## src/rtl/demux_pkg.sv

```systemverilog
// Shared constants and channel-index type for the 1-to-4 registered demultiplexer.
package demux_pkg;

  localparam int unsigned NOUT  = 4;
  localparam int unsigned SEL_W = 2;
  localparam int unsigned CNT_W = 8;

  typedef logic [SEL_W-1:0] chan_t;

  // One-hot decode of a channel index.
  function automatic logic [NOUT-1:0] sel_decode(input chan_t sel);
    return NOUT'(1) << sel;
  endfunction

endpackage

```

## src/rtl/demux4_4_reg_if.sv

```systemverilog
// Handshake/data bundle for demux4_4_reg; cnt0..cnt3 exist only when DEMUX_COUNT_EN is defined.
interface demux4_4_reg_if #(
  parameter int unsigned WIDTH = 4
);
  import demux_pkg::*;

  logic                 in_valid;
  logic                 in_ready;
  chan_t                in_sel;
  logic [WIDTH-1:0]     in_data;
  logic [NOUT-1:0]      out_valid;
  logic [NOUT-1:0]      out_ready;
  logic [WIDTH-1:0]     out_data0;
  logic [WIDTH-1:0]     out_data1;
  logic [WIDTH-1:0]     out_data2;
  logic [WIDTH-1:0]     out_data3;
`ifdef DEMUX_COUNT_EN
  logic [CNT_W-1:0]     cnt0;
  logic [CNT_W-1:0]     cnt1;
  logic [CNT_W-1:0]     cnt2;
  logic [CNT_W-1:0]     cnt3;
`endif

  // Demux side: consumes the input word, produces the four channels.
  modport slave (
    input  in_valid, in_sel, in_data, out_ready,
    output in_ready, out_valid, out_data0, out_data1, out_data2, out_data3
`ifdef DEMUX_COUNT_EN
    , output cnt0, cnt1, cnt2, cnt3
`endif
  );

  // Environment side: offers input words and consumes channel outputs.
  modport master (
    output in_valid, in_sel, in_data, out_ready,
    input  in_ready, out_valid, out_data0, out_data1, out_data2, out_data3
`ifdef DEMUX_COUNT_EN
    , input cnt0, cnt1, cnt2, cnt3
`endif
  );

endinterface

```

## src/rtl/demux_slot.sv

```systemverilog
// One output channel: full flag, data register, load/drain logic and an optional
// saturating delivery counter (DEMUX_COUNT_EN).
module demux_slot
  import demux_pkg::*;
#(
  parameter int unsigned WIDTH = 4
) (
  input  logic             clk,
  input  logic             rst_n,
  input  logic             load,
  input  logic [WIDTH-1:0] din,
  input  logic             out_ready,
  output logic             full,
  output logic [WIDTH-1:0] data
`ifdef DEMUX_COUNT_EN
  ,
  output logic [CNT_W-1:0] cnt
`endif
);

  logic drain_c;

  assign drain_c = full && out_ready;

  // A load on the same edge as a drain wins, so the slot stays full with no bubble.
  always_ff @(posedge clk or negedge rst_n) begin
    if (!rst_n) begin
      full <= 1'b0;
      data <= '0;
    end else if (load) begin
      full <= 1'b1;
      data <= din;
    end else if (drain_c) begin
      full <= 1'b0;
    end
  end

`ifdef DEMUX_COUNT_EN
  // Delivered-word counter, saturates at all-ones.
  always_ff @(posedge clk or negedge rst_n) begin
    if (!rst_n) begin
      cnt <= '0;
    end else if (drain_c && (cnt != {CNT_W{1'b1}})) begin
      cnt <= cnt + CNT_W'(1);
    end
  end
`endif

endmodule

```

## src/rtl/demux4_4_reg.sv

```systemverilog
// 1-to-4 registered demultiplexer with per-channel valid/ready handshake.
// Optional per-channel delivery counters are compiled in with DEMUX_COUNT_EN.
module demux4_4_reg
  import demux_pkg::*;
#(
  parameter int unsigned WIDTH = 4
) (
  input  logic           clk,
  input  logic           rst_n,
  demux4_4_reg_if.slave  bus
);

  logic [NOUT-1:0]  full;
  logic [NOUT-1:0]  sel_oh;
  logic [NOUT-1:0]  load;
  logic             in_ready_c;
  logic [WIDTH-1:0] slot_data [NOUT];
`ifdef DEMUX_COUNT_EN
  logic [CNT_W-1:0] slot_cnt  [NOUT];
`endif

  // Ready follows the addressed slot only; never looks at in_valid.
  assign sel_oh     = sel_decode(bus.in_sel);
  assign in_ready_c = !full[bus.in_sel] || bus.out_ready[bus.in_sel];
  assign load       = sel_oh & {NOUT{bus.in_valid && in_ready_c}};

  for (genvar i = 0; i < NOUT; i++) begin : g_slot
    demux_slot #(.WIDTH(WIDTH)) u_slot (
      .clk       (clk),
      .rst_n     (rst_n),
      .load      (load[i]),
      .din       (bus.in_data),
      .out_ready (bus.out_ready[i]),
      .full      (full[i]),
      .data      (slot_data[i])
`ifdef DEMUX_COUNT_EN
      ,
      .cnt       (slot_cnt[i])
`endif
    );
  end

  assign bus.in_ready  = in_ready_c;
  assign bus.out_valid = full;
  assign bus.out_data0 = slot_data[0];
  assign bus.out_data1 = slot_data[1];
  assign bus.out_data2 = slot_data[2];
  assign bus.out_data3 = slot_data[3];
`ifdef DEMUX_COUNT_EN
  assign bus.cnt0 = slot_cnt[0];
  assign bus.cnt1 = slot_cnt[1];
  assign bus.cnt2 = slot_cnt[2];
  assign bus.cnt3 = slot_cnt[3];
`endif

endmodule

```

## src/flat_wrapper.sv

```systemverilog
// flat-port wrapper written by rule: the top's interface ports become plain ports
module demux4_4_reg_flat import demux_pkg::*;
#(
  parameter int unsigned WIDTH = 4
)
  (clk, rst_n, bus_in_valid, bus_in_sel, bus_in_data, bus_out_ready, bus_in_ready, bus_out_valid, bus_out_data0, bus_out_data1, bus_out_data2, bus_out_data3);
  demux4_4_reg_if #(.WIDTH(WIDTH)) bus_i ();
  input  logic clk;
  input  logic rst_n;
  input wire logic [$bits(bus_i.in_valid)-1:0] bus_in_valid;
  input wire logic [$bits(bus_i.in_sel)-1:0] bus_in_sel;
  input wire logic [$bits(bus_i.in_data)-1:0] bus_in_data;
  input wire logic [$bits(bus_i.out_ready)-1:0] bus_out_ready;
  output wire logic [$bits(bus_i.in_ready)-1:0] bus_in_ready;
  output wire logic [$bits(bus_i.out_valid)-1:0] bus_out_valid;
  output wire logic [$bits(bus_i.out_data0)-1:0] bus_out_data0;
  output wire logic [$bits(bus_i.out_data1)-1:0] bus_out_data1;
  output wire logic [$bits(bus_i.out_data2)-1:0] bus_out_data2;
  output wire logic [$bits(bus_i.out_data3)-1:0] bus_out_data3;
  assign bus_i.in_valid = bus_in_valid;
  assign bus_i.in_sel = bus_in_sel;
  assign bus_i.in_data = bus_in_data;
  assign bus_i.out_ready = bus_out_ready;
  assign bus_in_ready = bus_i.in_ready;
  assign bus_out_valid = bus_i.out_valid;
  assign bus_out_data0 = bus_i.out_data0;
  assign bus_out_data1 = bus_i.out_data1;
  assign bus_out_data2 = bus_i.out_data2;
  assign bus_out_data3 = bus_i.out_data3;
  demux4_4_reg #(.WIDTH(WIDTH)) u_core (.clk(clk), .rst_n(rst_n), .bus(bus_i));
endmodule
```

## config.mk

```make
export PLATFORM = sky130hd
export DESIGN_NAME = demux4_4_reg_flat
export DESIGN_NICKNAME = d
export VERILOG_FILES = /design/src/rtl/demux_pkg.sv /design/src/rtl/demux4_4_reg_if.sv /design/src/rtl/demux_slot.sv /design/src/rtl/demux4_4_reg.sv /design/src/flat_wrapper.sv
export SDC_FILE = /design/constraint.sdc
export NUM_CORES = 1
export LEC_CHECK = 0
export BUFFER_PORTS_ARGS = -buffer_cell sky130_fd_sc_hd__buf_2
export CAP_MARGIN = 20
export CORE_MARGIN = 8
export CORE_UTILIZATION = 47
export DETAILED_ROUTE_END_ITERATION = 8
export GPL_TIMING_DRIVEN = 1
export PLACE_DENSITY = 0.84
export SLEW_MARGIN = 0
export SYNTH_ARGS = -nofsm -noshare
export SYNTH_HDL_FRONTEND = slang
export SYNTH_SLANG_ARGS = --single-unit
```

## constraint.sdc

```tcl
create_clock -name clk -period 1.9 [get_ports clk]
set_input_delay 0.38 -clock clk [delete_from_list [all_inputs] [get_ports clk]]
set_output_delay 0.38 -clock clk [all_outputs]
set_load 0.005 [all_outputs]
```

==> reports/qor.txt <==
Status -> complete, no violations
Critical Path Slowest Stage Cell -> mux4_2
Cell taking the most area after synthesis -> dfrtp_1
Setup TNS -> 0 ps
Part of the cycle the worst path needs -> 91.04%
HPWL after DPL -> 1.352 mm
Starting Density -> 50.04%
Routed len/inst -> 14.22 um
Initial antenna violation count -> 0
Crit path cell chain -> nand2b_1, mux4_2, buf_2
ANT cells -> 0
# port buffers -> 33
Clock sinks -> 20
Min-Delay Path Class -> in2async
Buf/Inv on CP -> 1
Final critical-path required period -> 1730 ps
Seq pwr share -> 53.5%
Via count -> 537
Sequential share of the synthesized area -> 57.31%
Internal -> 0.7579 mW
Total power -> 1.010 mW
Switch share -> 24.99%
Post-CTS Setup Inserts -> 0
Die area -> 0.003493 mm^2
Synth area leaders -> dfrtp_1 (57%), mux2_2 (15%), mux2_4 (6.9%), buf_4 (3.4%), nand2b_1 (2.9%)
Routed WL -> 1.635 mm
Wire length on met2 -> 822 um
Cells after Synth -> 58
Overall routing resource usage -> 10.02%
Combinational Power Share -> 22.6%
CP required -> 1520 ps
Count of unique library cells instantiated by Yosys -> 15
Skew-Pair Late Insertion Delay -> 290 ps
Fin nets -> 104
Global-route wire length before repair -> 2.711 mm
Part of the power in the clock network -> 24.0%
Vias in the first global route -> 610
# IOs -> 34
Htree depth -> 1
Critical path's largest stage delay -> 460 ps
Hold buffer count at CTS -> 0
Commonest non-fill, non-tap cell in the layout -> buf_2
Clk Tree Root Cell -> clkbuf_4
Drt drc -> 0
Synth top area share -> 57.31%
Via/cell ratio -> 4.670
Fin. Hold Viols -> 0
GRT overflow -> 0
Antenna Nets Post-Route -> 0
Max Cap Viol -> 0
Setup violations, final -> 0
Fmax -> 0.5781 GHz
# fillers -> 135
Delay-heaviest family, CP -> multiplexers
Met1 WL -> 651 um
# rows -> 15
RSZ-0062 raised after global routing -> no
Layout cells sized above 1 -> 64.44%
Mapped Nets -> 71
Top sig layer -> met3
Die width -> 59.11 um
Area growth syn-to-layout -> 21.92%
Critical path fanouts, max -> 3
Pre-antenna DRT Iters -> 2
Core area -> 0.001745 mm^2
Largest net degree at the start of global routing -> 21
R2r setup slk -> 650 ps
Routed wire length on met3 -> 161 um
Gp weighted congestion -> 0.6942
Arrival @ worst endpoint -> 1350 ps
#FFs+latches synth -> 20
PwrDens -> 949.0 mW/mm^2
Final setup skew -> 1.612 ps
Worst-Margin Slew -> 428.0 ps
CP Capture Type -> primary output
Commonest non-fill, non-tap cells in the layout -> buf_2 (33), dfrtp_1 (20), mux2_2 (12)
CTS buffer count -> 3
Post_cts resized -> 0
Syn Area/Cell -> 15.06 um^2
Clock buffer depth -> 2
Initial DRC count -> 9
Relative slew slack -> 71.46%
CTS tree -> built
P_sw -> 0.2525 mW
Die Ht -> 59.11 um
Clk pin slew, worst setup/hold paths -> 110 ps
Post-Synthesis Cell Area -> 873.3 um^2
Kind of critical path -> reg2out
Lkg Pwr -> 0.5348 nW
Max-slew violation total from the final report -> 0
Peak VDD IR -> 0.0007691 V
Startpoint Class -> flip-flop
Synth warn -> 0
[kinds of logic after synthesis]
kind of cell | Yosys count | synth area share, %
muxes | 17 | 24.93
AOI/OAI and AO/OA | 1 | 0.5725
buffers and inverters | 5 | 4.728
DFF | 20 | 57.31
and+or+nand+nor | 15 | 12.46
[synth_stat cells]
cell type  number
nand2_1         5
o21ai_0         1
dfrtp_1        20
mux4_2          1
buf_4           4
nand2b_1        4
nor2b_2         1
and3_1          1
nor2b_4         1
nand3_2         1
nor3b_4         1
buf_6           1
mux2_4          4
mux2_2         12
nand3b_1        1
[registers in the layout (all words and copies together), names as in the netlist]
signal                     cells
u_core.g_slot.u_slot.full      4
u_core.g_slot.u_slot.data     16
[area by class of cell]
type / instances / area, um^2 / share of cell area, %
clock buffer: 4 / 36.28 / 3.408
timing repair buffer: 33 / 165.2 / 15.51
tap: 25 / 31.28 / 2.938
sequential: 20 / 500.5 / 47.00
multi-input combinational: 33 / 331.6 / 31.14
[metrics by stage]
step	setup WS, ps	std cells	utilization (%)	area (um^2)	hold WS [ps]
after global placement	290.8	111	58.92	1028	337.8
final	170.3	115	61.00	1065	5.448
after global routing	95.70	115	61.00	1065	22.96
after CTS	156.1	115	61.00	1065	17.47
after floorplan	522.4	58	-	873.3	84.41
after detailed placement	270.3	111	58.92	1028	348.1
[worst reg2reg max path: cells and delay by family (launching register included)]
kind,cells,cell delay (ps)
flops,1,390
simple gates,2,390
mux,1,370
[routing by layer]
metal | vias to the layer above | track usage [%]
met5 | - | 0
met4 | 0 | 4.096
met3 | 0 | 4.338
met2 | 17 | 16.67
met1 | 259 | 10.86
li1 | 261 | -
[power by group through the flow]
stage               Combinational [mW]  Sequential (mW)  Clock, mW
finish                           0.228            0.540      0.242
global route                     0.254            0.551      0.269
CTS                              0.235            0.542      0.250
global placement                 0.229            0.546          0
floorplan                        0.111            0.556          0
detailed placement               0.235            0.550          0
[final timing paths]
| path | startpoint | end | cells after the start |
|---|---|---|---|
| max | u_core.g_slot[3].u_slot.full | bus_in_ready | 3 |
| min | rst_n | u_core.g_slot[2].u_slot.data[1] | 1 |
| max reg2reg | u_core.g_slot[2].u_slot.full | u_core.g_slot[2].u_slot.data[1] | 3 |
| min reg2reg | u_core.g_slot[0].u_slot.data[1] | u_core.g_slot[0].u_slot.data[1] | 1 |
| max in group asynchronous | rst_n | u_core.g_slot[1].u_slot.data[3] | 1 |
| min in group clk | bus_in_data[2] | u_core.g_slot[1].u_slot.data[2] | 2 |
Note: power is estimated with default switching activity, not from simulation.
